`config.mk`:
```
export PLATFORM = sky130hd
export DESIGN_NAME = wb_stage_buf
export DESIGN_NICKNAME = d
export VERILOG_FILES = /design/src/rtl/wb_stage_buf.sv
export SDC_FILE = /design/constraint.sdc
export NUM_CORES = 1
export LEC_CHECK = 0
export ABC_AREA = 0
export CORE_ASPECT_RATIO = 1.5
export CORE_MARGIN = 2
export CORE_UTILIZATION = 48
export CTS_CLUSTER_SIZE = 40
export DETAILED_ROUTE_END_ITERATION = 12
export PLACE_DENSITY = 0.95
export SLEW_MARGIN = 0
export SYNTH_ARGS = -nofsm -noshare
export SYNTH_HDL_FRONTEND = slang
export SYNTH_SLANG_ARGS = --single-unit
```
`constraint.sdc`:
```
create_clock -name clk -period 10.51 [get_ports clk]
set_clock_uncertainty 0.15 [all_clocks]
set_input_delay 1.051 -clock clk [delete_from_list [all_inputs] [get_ports clk]]
set_output_delay 1.051 -clock clk [all_outputs]
set_load 0.1 [all_outputs]
```
`src/rtl/wb_stage_buf.sv`:
```
// wb_stage_buf: write-back stage buffer with in-order retirement, forwarding lookup and retire counter
module wb_stage_buf #(
  parameter int DATA_W = 32,
  parameter int REG_AW = 5,
  parameter int PC_W   = 32,
  parameter int DEPTH  = 2
) (
  input  logic                      clk,
  input  logic                      reset,
  input  logic                      in_valid,
  output logic                      in_allow,
  input  logic [PC_W-1:0]           in_pc,
  input  logic [PC_W-1:0]           in_inst,
  input  logic                      in_we,
  input  logic [REG_AW-1:0]         in_dest,
  input  logic [DATA_W-1:0]         in_result,
  input  logic                      flush,
  input  logic                      rf_ready,
  output logic                      rf_we,
  output logic [REG_AW-1:0]         rf_waddr,
  output logic [DATA_W-1:0]         rf_wdata,
  input  logic [REG_AW-1:0]         qry_addr,
  output logic                      qry_hit,
  output logic [DATA_W-1:0]         qry_data,
  output logic [$clog2(DEPTH):0]    occupancy,
  output logic [31:0]               retire_cnt,
  output logic [PC_W-1:0]           debug_wb_pc,
  output logic [3:0]                debug_wb_rf_we,
  output logic [REG_AW-1:0]         debug_wb_rf_wnum,
  output logic [DATA_W-1:0]         debug_wb_rf_wdata
);
  localparam int AW = $clog2(DEPTH);
  localparam int CW = AW + 1;

  logic [PC_W-1:0]   r_pc   [DEPTH];
  logic [PC_W-1:0]   r_inst [DEPTH];
  logic [REG_AW-1:0] r_dest [DEPTH];
  logic [DATA_W-1:0] r_res  [DEPTH];
  logic [DEPTH-1:0]  r_we;
  logic [DEPTH-1:0]  r_vld;
  logic [AW-1:0]     r_wp;
  logic [AW-1:0]     r_rp;
  logic [CW-1:0]     r_cnt;
  logic [31:0]       r_ret;

  logic              w_empty;
  logic              w_full;
  logic              w_push;
  logic              w_pop;
  logic              w_hit;
  logic [DATA_W-1:0] w_qd;
  logic [AW-1:0]     w_idx;
  logic              w_unused_inst;

  // Full/empty come from registered occupancy only, so in_allow never depends on rf_ready.
  assign w_empty  = (r_cnt == '0);
  assign w_full   = (r_cnt == CW'(DEPTH));
  assign w_push   = in_valid & ~w_full & ~flush;
  assign w_pop    = ~w_empty & rf_ready & ~flush;
  assign in_allow = ~w_full;

  assign rf_we             = w_pop & r_we[r_rp];
  assign rf_waddr          = w_empty ? '0 : r_dest[r_rp];
  assign rf_wdata          = w_empty ? '0 : r_res[r_rp];
  assign debug_wb_pc       = w_empty ? '0 : r_pc[r_rp];
  assign debug_wb_rf_we    = {4{rf_we}};
  assign debug_wb_rf_wnum  = rf_waddr;
  assign debug_wb_rf_wdata = rf_wdata;
  assign occupancy         = r_cnt;
  assign retire_cnt        = r_ret;
  assign qry_hit           = w_hit;
  assign qry_data          = w_qd;

  // The instruction word is carried for completeness but nothing downstream consumes it.
  assign w_unused_inst = ^r_inst[r_rp];

  // Pointer, occupancy, valid and retire bookkeeping; flush empties the buffer without retiring.
  always_ff @(posedge clk or posedge reset) begin
    if (reset) begin
      r_wp  <= '0;
      r_rp  <= '0;
      r_cnt <= '0;
      r_vld <= '0;
      r_ret <= '0;
    end else if (flush) begin
      r_wp  <= '0;
      r_rp  <= '0;
      r_cnt <= '0;
      r_vld <= '0;
    end else begin
      if (w_push) r_wp <= r_wp + 1'b1;
      if (w_pop) r_rp <= r_rp + 1'b1;
      if (w_push) r_vld[r_wp] <= 1'b1;
      if (w_pop) r_vld[r_rp] <= 1'b0;
      r_cnt <= r_cnt + CW'(w_push) - CW'(w_pop);
      r_ret <= r_ret + 32'(w_pop);
    end
  end

  // Payload capture; a write to x0 is stored as a non-writing entry.
  always_ff @(posedge clk) begin
    if (w_push) begin
      r_pc[r_wp]   <= in_pc;
      r_inst[r_wp] <= in_inst;
      r_we[r_wp]   <= in_we & (in_dest != '0);
      r_dest[r_wp] <= in_dest;
      r_res[r_wp]  <= in_result;
    end
  end

  // Forwarding lookup scans oldest to youngest so the youngest matching entry wins.
  always_comb begin
    w_hit = 1'b0;
    w_qd  = '0;
    w_idx = r_rp;
    for (int i = 0; i < DEPTH; i++) begin
      w_idx = r_rp + AW'(i);
      if (r_vld[w_idx] && r_we[w_idx] && (r_dest[w_idx] == qry_addr) && (qry_addr != '0)) begin
        w_hit = 1'b1;
        w_qd  = r_res[w_idx];
      end
    end
  end
endmodule

```
* After elaboration in Yosys (flattened, before gate mapping) *
Memory sizes are Yosys's and may differ from the RTL's.
Index checks and enable logic that the tools add are counted.

storage, ports and cells
  flip-flop bits (word level) = 40
  memory bits (writable) = 138
  input bits = 112
  output and inout bits = 179
  logic and storage cells = 78
  memories kept = 3

memories
  name    words  width  rd ports  clocked after Yosys merged registers in  wr ports  RTL line  RTL
  r_pc    2      32     1         0                                        1         35        logic [PC_W-1:0] r_pc [DEPTH];
  r_res   2      32     2         0                                        1         38        logic [DATA_W-1:0] r_res [DEPTH];
  r_dest  2      5      2         0                                        1         37        logic [REG_AW-1:0] r_dest [DEPTH];

cells by class
  add/sub/neg operators = 5
  $lt $le $gt $ge = 5
  equality and inequality tests = 3
  mux-type cells = 31
  bitwise logic cells = 12
  reductions and logical operators = 13

operator list
  operator                                                                       number
  32-bit two-way mux                                                             4
  32-bit by 1-bit adder with 32-bit output                                       1
  1-bit two-way mux                                                              18
  5-bit == test                                                                  2
  2-bit two-way mux                                                              5
  5-bit nonzero test                                                             2
  1-bit logical AND                                                              8
  1-bit AND                                                                      6
  1-bit by 2-bit less-than comparator with 1-bit output (second input constant)  3
  5-bit two-way mux                                                              1
  2-bit nonzero test                                                             2
  1-bit NOT                                                                      3
  1-bit adder (second input constant)                                            2
  2-bit by 1-bit adder with 2-bit output                                         1
  2-bit AND                                                                      1
  2-bit bitwise mux                                                              1
  1-bit demux with 1-bit select                                                  2
  2-bit == test (second input constant)                                          1
  1-bit >= comparator (second input constant)                                    2
  2-bit zero test                                                                1
  2-bit NOT                                                                      1
  2-bit bitwise OR                                                               1
  2-bit by 1-bit subtractor with 2-bit output                                    1

* Longest topological paths before layout *
Gate-level depths: netlist of the first run.

  depth in word-level cells = 10
  depth in mapped cells = 9
  gate-level depth less buffers = 9

* Worst setup path after synthesis of the first run *
No wires, ideal clock.

  path type = reg-to-reg
  start = register r_cnt[0] (netlist: occupancy[0])
  end = register r_vld[0]
  library setup time = 0.078 ns
  arrival = 5.824 ns
  data required time = 10.282 ns
  path slack = 4.457 ns
  stages on the path, launching flop included = 7
  buffers on the path = 0
  period minus slack after synthesis = 6.053 ns
  cells stage by stage = dfrtp_1 -> nand2b_1 -> nand2_1 -> nor2_1 -> inv_1 -> nor2_1 -> o221a_2

between the ends
  longest elaborated chain between the ends = 9
  elaborated cells on any way between the ends = 13
  those cells by class = eq/ne (1); mux (4); bitwise (7); reduce/logical (1)

ends and longest elaborated chain
  element                          RTL line  RTL
  from (decl)                      43        logic [CW-1:0] r_cnt;
  from (signal assigned)           95        r_cnt <= r_cnt + CW'(w_push) - CW'(w_pop);
  2-bit == test (*)                57        assign w_full = (r_cnt == CW'(DEPTH));
  1-bit NOT (*)                    -
  via in_allow                     11        output logic in_allow,
  1-bit AND (*) (2 in a row)       58        assign w_push = in_valid & ~w_full & ~flush;
  2-bit two-way mux (*)            93        if (w_push) r_vld[r_wp] <= 1'b1;
  2-bit two-way mux (*)            85        end else if (flush) begin
  2-bit AND (no line)              -
  2-bit two-way mux (*)            94        if (w_pop) r_vld[r_rp] <= 1'b0;
  2-bit two-way mux (*)            85
  to (signal assigned)             89        r_vld <= '0;
  to (signal, indexed assignment)  93
  to (signal, indexed assignment)  94
  to (decl)                        40        logic [DEPTH-1:0] r_vld;

Mark *: on every way through the listed nets, which the timed path passes. The rest lies on a longest branch. The select of a mux whose other input is x is not followed.
A chain may end at the register's enable or synchronous reset.

* Worst setup path in the final report of the first run *
  start = register r_rp
  end = output port qry_data[26]

between the ends
  longest elaborated chain between the ends = 7
  elaborated cells on any way between the ends = 21
  those cells by class = add/sub (1); eq/ne (2); mux (10); reduce/logical (6); memory (2)

ends and longest elaborated chain
  element                                                                   RTL line  RTL
  from (decl)                                                               42        logic [AW-1:0] r_rp;
  from (signal assigned)                                                    92        if (w_pop) r_rp <= r_rp + 1'b1;
  parallel branches: the longest is 6 deep, another holds memory 2 x 5 bit  -
  32-bit two-way mux (*)                                                    118       if (r_vld[w_idx] && r_we[w_idx] && (r_dest[w_idx] == qry_addr) && (qry_addr != '0)) begin
  to (decl)                                                                 24        output logic [DATA_W-1:0] qry_data,

Every way passes the cells marked *. The select of a mux whose other input is x is not followed.

==> flow_summary.json, run 1 <==
{
  "regToRegEndpoint": "retire_cnt[29]",
  "grt_max_degree": 72,
  "clockBufferDepth": 2,
  "leakage_nw": 3.814,
  "finalSetupTns_ns": 0,
  "numCtsBuffers": 17,
  "placement.cell_area_um2": 10360,
  "final_cell_mix": "258 x clkdlybuf4s50_1, 140 x edfxtp_1, 84 x nor2_1",
  "syn_area_um2": 7913,
  "finalCritPeriodShare_pct": 62.73,
  "design_area_um2": 10920,
  "fmax_ghz": 0.1517,
  "slew_headroom_pct": 28.55,
  "final_nets": 899,
  "switching_share_pct": 46.62,
  "combPwrFrac_pct": 45.0,
  "power_frac_clock_pct": 22.9,
  "ys_top_cells_by_area": "edfxtp_1 53%, dfrtp_1 12%, mux2i_1 9.4%",
  "crit_type": "reg2out",
  "wl_met2_um": 10250,
  "grt_pass1_wl_um": 28310,
  "ys_ff_latch": 178,
  "hold_violations": 0,
  "ir_worst_vdd_v": 0.0001474,
  "fillers": 1119,
  "synth_cells": 568,
  "pin_count": 291,
  "clkTransAtPathRegs_ns": 0.07,
  "top_layer_used": "met4",
  "rsz0062_at_grt": "false",
  "status": "complete, no violations",
  "p_int_w": 0.001401,
  "first_pass_iters": 4,
  "wl_met1_um": 6449,
  "antenna_cells": 0,
  "cts_tree": "built",
  "power_frac_seq_pct": 32.1,
  "cts_resized": 0,
  "clk_latency_ns": 0.41,
  "dieHeight_um": 161.2,
  "ff2ff_path_depth": 7,
  "yosys_warnings": 0,
  "core_area_um2": 16190,
  "yosys.area.top_type": "edfxtp_1",
  "yosys.cell_types.count": 33,
  "cp-end-kind": "output pin",
  "endpoint": "qry_data[26]",
  "multi_input_area_um2": 2308,
  "cp_max_fo": 64,
  "rr_startpoint": "occupancy[1]",
  "drive_above_1_share_pct": 5.653,
  "synth_edf_count": 140,
  "synth_ff_type": "edfxtp_1",
  "p_per_area_nw_per_um2": 240.4,
  "yosysTopAreaCellShare_pct": 53.13,
  "critPathLaunchType": "flop",
  "avgSynthCellArea_um2": 13.93,
  "wl_um": 18440,
  "hold_path.class": "reg2reg",
  "synth_fp_nets": 684,
  "layout_commonest_cell": "clkdlybuf4s50_1",
  "cts_setup_buffers": 0,
  "required_ns": 9.31,
  "grt_pass1_vias": 5432,
  "met3WireLength_um": 1076,
  "cp.arrival_ns": 5.39,
  "first_iter_violations": 244,
  "grt.overflow.total": 0,
  "r2r_slack_ns": 7.72,
  "grt_use_total_pct": 21.20,
  "finalWeightedCongestion": 0.8636,
  "cts-root-buf": "clkbuf_16",
  "fp.dieArea_um2": 17550,
  "io_buffers": 258,
  "antenna_found_initial": 0,
  "drtAntennaViolNets": 0,
  "async_reset_ff_share_pct": 21.35,
  "wire_per_inst_um": 18.41,
  "drcViolationCount": 0,
  "row_count": 57,
  "viasPerCell": 5.364,
  "final_max_slew_viol_count": 0,
  "chipWidth_um": 108.8,
  "clock_sinks": 178,
  "dr_total_vias": 5375,
  "seq_area_frac_synth_pct": 65.15,
  "fin_crit_ns": 6.593,
  "final-setup-viol-count": 0,
  "start_util_pct": 48.88,
  "dp_hpwl_um": 12990,
  "cap_violations": 0,
  "register_area_um2": 5159,
  "htree_levels": 4,
  "pre_cts_slack_ns": 4.307,
  "worst_pin_slew_ns": 1.049,
  "synthToLayoutAreaGrowth_pct": 37.98,
  "startpoint": "r_rp",
  "power_switching_w": 0.001224,
  "layout_setup_ws_ns": 3.917,
  "cts_hold_buf": 0
}
==> kinds of logic (layout without fill, tap and decap cells) <==
| family | after synthesis | count (layout) | share of synthesized area, % |
|---|---|---|---|
| DFF | 178 | 178 | 65.15 |
| buffers and inverters | 72 | 300 | 6.120 |
| adders and majority gates | 4 | 4 | 0.6325 |
| and+or+nand+nor | 153 | 153 | 8.950 |
| xor gates and xnor gates | 44 | 44 | 4.870 |
| muxes | 79 | 79 | 10.17 |
| AOI/OAI and AO/OA | 38 | 38 | 4.111 |
==> layout make-up <==
type                    instances  share of cell area, %
clock inverters                12                  1.112
clock buffers                  20                  4.000
well taps                     206                  2.361
multi-input cells             318                  21.14
inverters                       6                 0.2063
flip-flops and latches        178                  47.25
repair buffers                262                  23.93
==> worst min path at each step <==
stage                        start              to  cells past startpoint
floorplan                     r_wp            r_wp                      2
global route        retire_cnt[31]  retire_cnt[31]                      1
finish              retire_cnt[31]  retire_cnt[31]                      1
global placement    retire_cnt[31]  retire_cnt[31]                      1
detailed placement  retire_cnt[31]  retire_cnt[31]                      1
CTS                 retire_cnt[31]  retire_cnt[31]                      1
==> power groups by stage <==
stage | Clock (W) | Sequential (W) | Combinational (W)
final | 0.000602 | 0.000842 | 0.00118
after global routing | 0.000644 | 0.000847 | 0.00122
after CTS | 0.000613 | 0.000842 | 0.00119
after detailed placement | 0 | 0.000857 | 0.00119
after global placement | 0 | 0.000853 | 0.00117
after floorplan | 0 | 0.000896 | 0.000912
==> state kept, by name, summed over array words and instances (netlist names) <==
name and cells:
r_dest 10, retire_cnt 32, r_pc 64, occupancy 2, r_rp 1, r_we 2
r_res 64, r_wp 1, r_vld 2
==> per-layer routing <==
| metal | vias to the layer above | GRT usage (%) |
|---|---|---|
| met5 | - | 0 |
| met4 | 0 | 9.382 |
| met3 | 44 | 5.650 |
| met2 | 204 | 39.40 |
| met1 | 2659 | 21.72 |
| li1 | 2468 | - |
==> worst max-delay path, stage by stage, from the launching register on <==
cell	delay, ns
dfrtp_4	0.62
buf_4	0.89
mux2i_1	0.30
xnor2_1	0.10
nor4_1	0.34
nand3_1	0.30
mux2i_4	0.90
a22o_1	0.28
clkdlybuf4s50_1	1.19
==> stage by stage <==
stage / util (%) / instances / total power (W) / hold slack, ns
global placement: 63.99 / 970 / 0.002027 / 0.3212
global route: 67.44 / 1002 / 0.002707 / 0.3497
detailed placement: 63.99 / 970 / 0.002043 / 0.3130
floorplan: - / 568 / 0.001808 / 0.3685
CTS: 67.44 / 1002 / 0.002643 / 0.3303
finish: 67.44 / 1002 / 0.002625 / 0.3292
==> cells in the mapped netlist (all sizes together) (3+ instances only) <==
master	instances
buf	57
nand4	14
inv	6
nor4	3
nor2	86
nor3	4
a22o	32
edfxtp	140
mux2i	77
xor2	12
xnor2	32
and3	5
ha	4
nand2	13
and2	3
nand3	18
clkbuf	9
dfrtp	38
(Power assumes the default switching activity.)
==> run 2: changes to the inputs <==
- CORE_UTILIZATION: 48 -> 45
- PLACE_DENSITY: 0.95 -> 0.92
- clock period: 10.51 -> 6.6 ns (I/O delays scaled with it)
==> run 2 against run 1 <==
  * Clock-buffer cell count decreased by 3
  * Non-clock buffer count stayed put
  * Design area grew 0.39%
  * Register-to-register slack worse by 3.9 ns
  * Clock power increased by 63%
  * Critical endpoint is now qry_data[13]
  * Die area grew 6.5%
  * Largest cell class unchanged
  * Combinational power increased by 58%
  * Utilization decreased by 4.0 points
  * Setup slack worse by 2.8 ns
  * Sequential cell count is the same
  * Global-route usage is 1.7 points lower
  * Power up 60%
==> flow_summary.json, run 2 (same netlist as run 1, synthesis figures left out) <==
{
  "status": "complete, no violations",
  "io_buffers": 258,
  "dp_hpwl_um": 13370,
  "dieHeight_um": 166.4,
  "min_path_cells": 1,
  "cts_setup_buffers": 0,
  "wire_per_inst_um": 18.56,
  "ir_worst_vdd_v": 0.0002850,
  "required_ns": 5.79,
  "finalCritPeriodShare_pct": 83.35,
  "regToRegEndpoint": "r_vld[0]",
  "cts-root-buf": "clkbuf_16",
  "dr_total_vias": 5299,
  "clk_latency_ns": 0.41,
  "grt_use_total_pct": 19.52,
  "drtAntennaViolNets": 0,
  "clkTransAtPathRegs_ns": 0.07,
  "rr_startpoint": "occupancy[0]",
  "final_cell_mix": "257 x clkdlybuf4s50_1, 140 x edfxtp_1, 84 x nor2_1",
  "fin_crit_ns": 5.501,
  "p_int_w": 0.002208,
  "crit_type": "in2out",
  "start_util_pct": 45.81,
  "worst_pin_slew_ns": 1.074,
  "p_per_area_nw_per_um2": 383.5,
  "drcViolationCount": 0,
  "first_iter_violations": 187,
  "grt_max_degree": 72,
  "hp-start": "retire_cnt[28]",
  "numCtsBuffers": 17,
  "grt_pass1_vias": 5392,
  "rsz0062_at_grt": "false",
  "layout_commonest_cell": "clkdlybuf4s50_1",
  "fmax_ghz": 0.1818,
  "wl_um": 18730,
  "grt.overflow.total": 0,
  "leakage_nw": 3.830,
  "combPwrFrac_pct": 44.6,
  "slew_headroom_pct": 26.90,
  "fin_util_pct": 63.45,
  "antenna_found_initial": 1,
  "final_nets": 899,
  "core_area_um2": 17270,
  "drive_above_1_share_pct": 6.156,
  "cap_violations": 0,
  "cts_hold_buf": 0,
  "viasPerCell": 5.252,
  "layout_setup_ws_ns": 1.099,
  "pin_count": 291,
  "antenna_cells": 0,
  "switching_share_pct": 47.45,
  "power_switching_w": 0.001995,
  "pre_cts_slack_ns": 1.100,
  "first_pass_iters": 4,
  "ff2ff_path_depth": 7,
  "cp-end-kind": "output pin",
  "final_max_slew_viol_count": 0,
  "clockBufferDepth": 2,
  "cp_max_fo": 32,
  "design_area_um2": 10960,
  "fin_hold_ws_ns": 0.3467,
  "final-setup-viol-count": 0,
  "clock_sinks": 178,
  "hold_path_end": "retire_cnt[28]",
  "cp.arrival_ns": 4.69,
  "finalWeightedCongestion": 0.8136,
  "power_frac_clock_pct": 23.4,
  "hold_path.class": "reg2reg",
  "chipWidth_um": 112.3,
  "critPathLaunchType": "input port",
  "power_frac_seq_pct": 32.1,
  "fp.dieArea_um2": 18680,
  "row_count": 59,
  "cts_resized": 0,
  "hold_violations": 0,
  "synthToLayoutAreaGrowth_pct": 38.52,
  "grt_pass1_wl_um": 28660,
  "r2r_slack_ns": 3.78,
  "placement.cell_area_um2": 10370,
  "cts_tree": "built",
  "finalSetupTns_ns": 0,
  "htree_levels": 4
}
-- run 2: final cells by class --
cell class | instances | area (um^2)
multi-input cells | 318 | 2308
flip-flops and latches | 178 | 5159
inverters | 6 | 22.52
repair buffers | 262 | 2610
clock buffers | 17 | 425.4
well taps | 213 | 266.5
clock inverters | 15 | 168.9
fillers | 1296 | 6314
-- run 2: routing by layer --
layer	vias to the layer above	global-route usage, %	wire length, um
met5	-	0	13
met4	2	7.688	476
met3	30	4.124	939
met2	179	37.24	10530
met1	2618	20.53	6765
li1	2470	-	-
-- run 2: power by group through the flow --
stage               Sequential, W  Combinational [W]  Clock, W
floorplan                 0.00143            0.00145         0
global placement          0.00137            0.00186         0
detailed placement        0.00137            0.00188         0
CTS                       0.00135            0.00188   0.00100
global route              0.00136            0.00193   0.00105
finish                    0.00135            0.00187  0.000982
-- run 2: through the flow --
| step | power [W] | cells |
|---|---|---|
| finish | 0.004203 | 1009 |
| detailed placement | 0.003253 | 977 |
| CTS | 0.004235 | 1009 |
| global route | 0.004332 | 1009 |
| global placement | 0.003229 | 977 |
| floorplan | 0.002879 | 568 |
-- run 2: how the worst max path moves through the flow --
stage / from / to / slack, ns / cells after the start
floorplan: occupancy[0] / r_vld[0] / 0.55 / 6
global placement: qry_addr[1] / qry_data[13] / 1.23 / 8
detailed placement: qry_addr[1] / qry_data[13] / 1.10 / 8
CTS: qry_addr[1] / qry_data[13] / 1.08 / 8
global route: qry_addr[1] / qry_data[13] / 0.96 / 8
finish: qry_addr[1] / qry_data[13] / 1.10 / 8
-- run 2: worst max-delay path: stages --
cell and delay, ns:
clkdlybuf4s50_1 0.50, or4_1 0.58, nor2_1 0.19, a21oi_1 0.06, nand3_1 0.25, mux2i_4 0.94, a22o_1 0.33, clkdlybuf4s50_1 1.15
